==> src/rtl/pipe_hazard_ctrl.sv <==
// Stall/flush sequencer for the F/D/E/M/W pipeline registers, with divider start/abort handshake.
// Outputs are combinational from state and inputs; state, redirect flag and stall counter update on clk.
module pipe_hazard_ctrl #(
    parameter int CNT_W = 32
) (
    input  logic             clk,
    input  logic             rst,
    input  logic             lw_use_haz,
    input  logic             div_req,
    input  logic             div_done,
    input  logic             imem_busy,
    input  logic             dmem_busy,
    input  logic             exc_flush,
    input  logic             cnt_clr,
    output logic             en_f,
    output logic             en_d,
    output logic             en_e,
    output logic             en_m,
    output logic             en_w,
    output logic             flush_d,
    output logic             flush_e,
    output logic             flush_m,
    output logic             flush_w,
    output logic             div_start,
    output logic             div_abort,
    output logic             exc_pc_sel,
    output logic [CNT_W-1:0] stall_cycles
);

    typedef enum logic [1:0] {
        RUN      = 2'd0,
        DIV_BUSY = 2'd1,
        DIV_HOLD = 2'd2
    } state_t;

    state_t           state_q, state_d;
    logic             redir_q, redir_d;
    logic [CNT_W-1:0] cnt_q, cnt_d;
    logic             exc_taken;

    assign exc_taken = exc_flush & ~dmem_busy;

    always_comb begin
        en_f       = 1'b1;
        en_d       = 1'b1;
        en_e       = 1'b1;
        en_m       = 1'b1;
        en_w       = 1'b1;
        flush_d    = 1'b0;
        flush_e    = 1'b0;
        flush_m    = 1'b0;
        flush_w    = 1'b0;
        div_start  = 1'b0;
        div_abort  = 1'b0;
        exc_pc_sel = redir_q;
        state_d    = state_q;
        redir_d    = redir_q;

        if (dmem_busy) begin
            en_f    = 1'b0;
            en_d    = 1'b0;
            en_e    = 1'b0;
            en_m    = 1'b0;
            flush_w = 1'b1;
        end else if (exc_flush) begin
            flush_d    = 1'b1;
            flush_e    = 1'b1;
            flush_m    = 1'b1;
            flush_w    = 1'b1;
            exc_pc_sel = 1'b1;
            en_f       = ~imem_busy;
            div_abort  = (state_q != RUN);
            state_d    = RUN;
        end else if ((state_q == RUN && div_req) || (state_q == DIV_BUSY && !div_done)) begin
            en_f    = 1'b0;
            en_d    = 1'b0;
            en_e    = 1'b0;
            flush_m = 1'b1;
            if (state_q == RUN) begin
                div_start = 1'b1;
                state_d   = DIV_BUSY;
            end
        end else if (lw_use_haz) begin
            en_f    = 1'b0;
            en_d    = 1'b0;
            flush_e = 1'b1;
        end else if (imem_busy) begin
            en_f    = 1'b0;
            flush_d = 1'b1;
        end

        // A finished divide stays parked until its instruction actually leaves E.
        if (!exc_taken && (state_q == DIV_HOLD || (state_q == DIV_BUSY && div_done))) begin
            state_d = en_e ? RUN : DIV_HOLD;
        end

        if (exc_taken && imem_busy) begin
            redir_d = 1'b1;
        end else if (en_f) begin
            redir_d = 1'b0;
        end

        if (rst) begin
            en_f       = 1'b0;
            en_d       = 1'b0;
            en_e       = 1'b0;
            en_m       = 1'b0;
            en_w       = 1'b0;
            flush_d    = 1'b1;
            flush_e    = 1'b1;
            flush_m    = 1'b1;
            flush_w    = 1'b1;
            div_start  = 1'b0;
            div_abort  = 1'b0;
            exc_pc_sel = 1'b0;
        end
    end

    always_comb begin
        cnt_d = cnt_q;
        if (cnt_clr) begin
            cnt_d = '0;
        end else if (!en_d && cnt_q != {CNT_W{1'b1}}) begin
            cnt_d = cnt_q + {{(CNT_W-1){1'b0}}, 1'b1};
        end
    end

    always_ff @(posedge clk or posedge rst) begin
        if (rst) begin
            state_q <= RUN;
            redir_q <= 1'b0;
            cnt_q   <= '0;
        end else begin
            state_q <= state_d;
            redir_q <= redir_d;
            cnt_q   <= cnt_d;
        end
    end

    assign stall_cycles = cnt_q;

endmodule

==> config.mk <==
export PLATFORM = sky130hd
export DESIGN_NAME = pipe_hazard_ctrl
export DESIGN_NICKNAME = d
export VERILOG_FILES = /design/src/rtl/pipe_hazard_ctrl.sv
export SDC_FILE = /design/constraint.sdc
export NUM_CORES = 1
export LEC_CHECK = 0
export ABC_CLOCK_PERIOD_IN_PS = 2400
export CORE_ASPECT_RATIO = 0.7
export CORE_MARGIN = 8
export CORE_UTILIZATION = 50
export CTS_BUF_LIST = sky130_fd_sc_hd__clkbuf_2
export CTS_CLUSTER_DIAMETER = 50
export DETAILED_ROUTE_END_ITERATION = 12
export GPL_TIMING_DRIVEN = 0
export PLACE_DENSITY = 0.79
export RECOVER_POWER = 25
export REMOVE_ABC_BUFFERS = 1
export SLEW_MARGIN = 30
export SYNTH_ARGS = -nofsm -noshare
export SYNTH_HDL_FRONTEND = slang
export SYNTH_SLANG_ARGS = --single-unit
==> constraint.sdc <==
create_clock -name clk -period 2.4 [get_ports clk]
set_input_delay 0.24 -clock clk [delete_from_list [all_inputs] [get_ports clk]]
set_output_delay 0.24 -clock clk [all_outputs]
set_load 0.02 [all_outputs]
## Yosys cells after proc, flatten, opt, wreduce, memory -nomap -nowiden

Cells that the tools add are included.

- Bits in registers: 35
- Input bits: 9
- Output and inout bits: 44
- Word-level logic and storage cells: 86

- Add/sub/neg operators: 1
- Equal/unequal tests: 4
- Mux-type cells: 57
- Bitwise operators: 3
- Reductions and logical operators: 18

Operator list:

| operator | count |
|---|---|
| $mux W32 | 2 |
| $mux W1 | 49 |
| $add A32 B1 Y32 const B | 1 |
| $ne A32 B32 Y1 const B | 1 |
| $mux W2 | 6 |
| $logic_and A1 B1 Y1 | 6 |
| $reduce_bool A2 Y1 | 3 |
| $reduce_bool A3 Y1 | 2 |
| $logic_not A1 Y1 | 3 |
| $reduce_and A3 Y1 | 1 |
| $eq A2 B1 Y1 const B | 1 |
| $eq A2 B2 Y1 const B | 1 |
| $logic_not A2 Y1 | 1 |
| $logic_or A1 B1 Y1 | 2 |
| $ne A2 B1 Y1 const B | 1 |
| $not A1 Y1 | 2 |
| $and A1 B1 Y1 | 1 |

## Depth between registers and ports, before layout

- Depth in word-level cells: 11
- Depth in mapped cells: 9
- Gate-level depth less buffers: 7

## Worst setup path before layout

OpenSTA, ideal clock, no wires.

- Path kind: input port to flip-flop
- Start point: input rst
- End point: register cnt_q[25], in the netlist stall_cycles[25]
- Setup time: 128 ps
- Data arrival time: 2570 ps
- Required time: 2272 ps
- Slack: -298 ps
- Cell stages on the path: 8
- Path buffers: 1
- Path through: inv_1 nand2_1 inv_1 o21ai_1 o21ai_1 clkbuf_1 nor3_1 mux2_1

- Longest elaborated chain between the ends: 4

RTL lines:

| what | RTL line | source |
|---|---|---|
| from (decl) | 7 | `input logic rst,` |
| $mux W1 | 103 | `if (rst) begin` |
| $logic_not A1 Y1 | 123 | `end else if (!en_d && cnt_q != {CNT_W{1'b1}}) begin` |
| $logic_and A1 B1 Y1 | 123 |  |
| $reduce_bool A2 Y1 (no source line) | n/a |  |
| to (signal assigned) | 136 | `cnt_q <= cnt_d;` |
| to (decl) | 38 | `logic [CNT_W-1:0] cnt_q, cnt_d;` |

Every way passes these cells.
A chain may end at the register's enable or synchronous reset.

## Worst setup path after layout

- Start point: register state_q[0]
- End point: output en_e

- Longest elaborated chain between the ends: 7
- Elaborated cells between the ends (all ways): 9
- Classes of those cells: eq/ne: 1; mux: 4; reduce/logical: 4

RTL lines:

| what | RTL line | source |
|---|---|---|
| from (decl) | 36 | `state_t state_q, state_d;` |
| from (signal assigned) | 134 | `state_q <= state_d;` |
| $eq A2 B1 Y1 / $logic_not A2 Y1 (equally long branches) | 74 | `end else if ((state_q == RUN && div_req) \|\| (state_q == DIV_BUSY && !div_done)) begin` |
| $logic_and A1 B1 Y1 | 74 |  |
| $logic_or A1 B1 Y1 * | 74 |  |
| $mux W1 * | 74 |  |
| $mux W1 * | 65 | `end else if (exc_flush) begin` |
| $mux W1 * | 59 | `if (dmem_busy) begin` |
| $mux W1 * | 103 |  |
| to (decl) | 17 | `output logic en_e,` |

Every way passes the cells marked *; elsewhere a longest branch is shown, timed or not.

==> summary.md <==
| Metric | Value |
|---|---|
| RSZ-0062 raised after global routing | `false` |
| Fmax achieved | `441.3 MHz` |
| Fillers | `381` |
| R2r startpoint | `stall_cycles[9]` |
| Design area | `2889 sq um` |
| Fin nets | `309` |
| Antenna diode instance count | `0` |
| Cell Pwr Density | `around 380 nW/um^2` |
| Mux share of post-synthesis cell area | `0.02191` |
| Top-count cell post-synth | `dfrtp_1` |
| Multi-input gate area | `1269 sq um` |
| Simple-gate portion of the synthesized area | `0.2888` |
| Yosys top cell by area | `dfrtp_1` |
| Area grow syn2layout | `29.72%` |
| Peak VDD IR | `329.9 uV` |
| Core box area | `4304 sq um` |
| Count of cell types in the netlist | `50` |
| Total gr overflow | `0` |
| Routed Antenna Nets | `0` |
| Clock power frac | `0.242` |
| CTS tree | `yes` |
| DP HPWL | `4.096 mm` |
| Xor and xnor area share after synthesis | `0.003933` |
| Startpoint type of the worst setup path | `flip-flop` |
| Combinational power share | `0.186` |
| Routed vias/inst | `6.212` |
| Tightest Pin Transition | `1.106 ns` |
| Outcome | `finished clean` |
| Worst path cell trace | `nand2b_4 -> a211oi_4 -> nor2_1 -> clkdlybuf4s50_1` |
| Min-delay worst type | `primary input to asynchronous set/reset pin` |
| IO Count | `53` |
| Crit end category | `primary output` |
| Cell leakage power | `1.114 nW` |
| FFs w/ async S/R, synth | `1.000` |
| Final Wtd Congestion | `around 0.75` |
| Crit Path Class | `flip-flop to primary output` |
| Gate Count Post-Synth | `around 250` |
| Bufs on Longest Clock Path | `2` |
| Cell area after synthesis | `roughly 2200 sq um` |
| Largest net degree at the start of global routing | `37` |
| Initial antenna violation count | `0` |
| Critical Path Source | `state_q[0]` |
| Die area | `6880 sq um` |
| Avg WL per Cell | `17.16 microns` |
| Clock Latency Late Sink | `0.39 ns` |
| Clock buffer count from CTS | `5` |
| Synth cell count leaders | `dfrtp_1 (35), a21oi_1 (24), nand3_1 (20)` |
| Register area share after synthesis | `0.3933` |
| Rel. slew slack | `0.2627` |
| Shortest period the worst path allows | `2.266 ns` |
| First-pass GRT wire length | `9.929 mm` |
| MaxCap Viol Count | `0` |
| Compound-cell area share of the yosys netlist | `0.2213` |
| Largest family of logic cells by synthesized area | `simple AND/OR/NAND/NOR gates` |
| Final Max Slew Viols | `0` |
| Yosys warns | `0` |
| Critical Path AT | `roughly 2.0 ns` |
| Starting Density | `0.5174` |
| Hold-fix buffer count after cts | `0` |
| Synth Area in Adders | `0.005618` |
| Crit path max-delay cell type | `clkdlybuf4s50_1` |
| Setup TNS | `0 ns` |
| Post-route DRC | `0` |
| Synth Flop Type | `dfrtp_1` |
| Synth area leaders | `dfrtp_1 (39%), or4_1 (6.4%), a21oi_1 (5.4%)` |
| CTS root buffer | `clkbuf_2` |
| Vias in the first global route | `1990` |
| Switching Share | `0.3136` |
| Int Power | `between 700 and 800 uW` |
| Critical path data required time | `2.16 ns` |
| Reg-to-reg critical path endpoint | `stall_cycles[30]` |
| Row count | `20` |
| Sequential Power Share | `0.572` |
| Die height | `71.84 microns` |
| Fraction of layout instances using a drive strength above 1 | `0.1672` |
| Hold Vio Cnt, Final | `0` |
| Worst-path clk slew | `around 0.18 ns` |
| Vias | `between 2000 and 2500` |
| Slowest cell delay on critical path | `0.56 ns` |
| Avg Cell Area, Syn | `approximately 9 sq um` |
| Htree depth | `2` |
| Final period utilization | `0.9441` |
| Clock skew | `0.009103 ns` |
| Gr usage total | `0.1820` |
| Number of flops mapped to enable cells by yosys | `0` |
| Top-area cell type share of the netlist area | `0.3933` |
| Final setup fails | `0` |
| Peak fanout along the critical path | `6` |
| Worst reg-to-reg setup slack | `~0.17 ns` |
| #FFs+latches synth | `35` |
| Psw | `roughly 340 uW` |
| Crit path to | `en_e` |
| Cell Area, Placed | `about 2700 sq um` |
| Die width | `95.77 microns` |
| Clk sinks | `35` |
| Sequential cell area | `877.1 sq um` |
| DRT Wirelength | `around 6.1 mm` |
| TritonRoute pass-1 iters | `4` |
| Register-to-Register Path Depth | `5` |
| Drt first-iter violations | `188` |
| Port buffer count | `52` |
-- how the worst min path moves through the flow --
stage / endpoint / slack [ns] / startpoint
3_5_place_dp: redir_q / 0.50 / redir_q
2_1_floorplan: stall_cycles[11] / 0.30 / cnt_clr
5_1_grt: stall_cycles[26] / 0.1 / rst
6_report: state_q[0] / 0.12 / rst
3_3_place_gp: redir_q / 0.50 / redir_q
4_1_cts: stall_cycles[28] / 0.16 / rst
-- state kept, by name, summed over array words and instances (netlist names) --
| signal | flops |
|---|---|
| redir_q | 1 |
| stall_cycles | 32 |
| state_q | 2 |
-- power groups by stage --
stage	registers, mW	clock network [mW]	logic, mW
4_1_cts	0.623	0.269	0.208
3_3_place_gp	0.632	0	0.176
6_report	0.624	0.264	0.203
2_1_floorplan	0.634	0	0.0921
5_1_grt	0.628	0.304	0.221
3_5_place_dp	0.632	0	0.186
-- worst max-delay path, delay by kind of cell, from the launching register on --
family                 cells  cell delay (ns)
buffers and inverters      1             0.56
flip-flops                 1             0.48
AO/OA/AOI/OAI              1             0.35
AND/OR/NAND/NOR            2             0.25
-- layout by cell type (no fill, tap or decap), drive strengths merged, types with 11 or more instances in the layout --
cell	instances
nor2	19
nand2	11
a21oi	30
dfrtp	35
clkdlybuf4s50	46
o31ai	17
nand3	20
or4	19
o21ai	16
-- cell type report --
cell class,count,area share
multi-input combinational,188,0.4392
sequential,35,0.3036
timing repair buffer,60,0.2083
tap,55,0.02382
inverter,9,0.01343
clock buffer,5,0.008662
clock inverter,2,0.003032
-- routing by layer --
layer	part of all wire	vias to the layer above	track usage	wire, microns
met5	0	-	0	0
met4	0.0091	0	0.05093	55
met3	0.054	7	0.04280	328
met2	0.47	75	0.2686	2870
met1	0.46	1068	0.2564	2818
li1	-	1049	-	-
-- metrics by stage --
| stage | hold WS [ns] | util | total power, mW | setup WS [ns] | std cells |
|---|---|---|---|---|---|
| floorplan | 0.2959 | - | 0.7264 | -0.7608 | 230 |
| global placement | 0.5014 | 0.6285 | 0.8085 | -2.100 | 337 |
| detailed placement | 0.4999 | 0.6352 | 0.8178 | -0.8522 | 338 |
| CTS | 0.1586 | 0.6721 | 1.100 | 0.001321 | 354 |
| global route | 0.09637 | 0.6712 | 1.152 | 0.006219 | 354 |
| finish | 0.1207 | 0.6712 | 1.091 | 0.1342 | 354 |
-- what timing repair did --
| item | CTS | global route |
|---|---|---|
| setup buffers | 7 | 0 |
| setup endpoints to repair | 20 | 22 |
| gates resized for setup | 10 | 7 |
| gates cloned | 2 | 0 |
| pin swaps | 4 | 0 |
-- cell families after synthesis --
| kind of cell | count (synthesis) |
|---|---|
| simple gates | 107 |
| compound gates | 73 |
| fa+ha+maj | 1 |
| flops | 35 |
| xor+xnor | 1 |
| mux | 4 |
| buf+inv | 24 |
No activity file was read; power rests on OpenSTA's default activity.
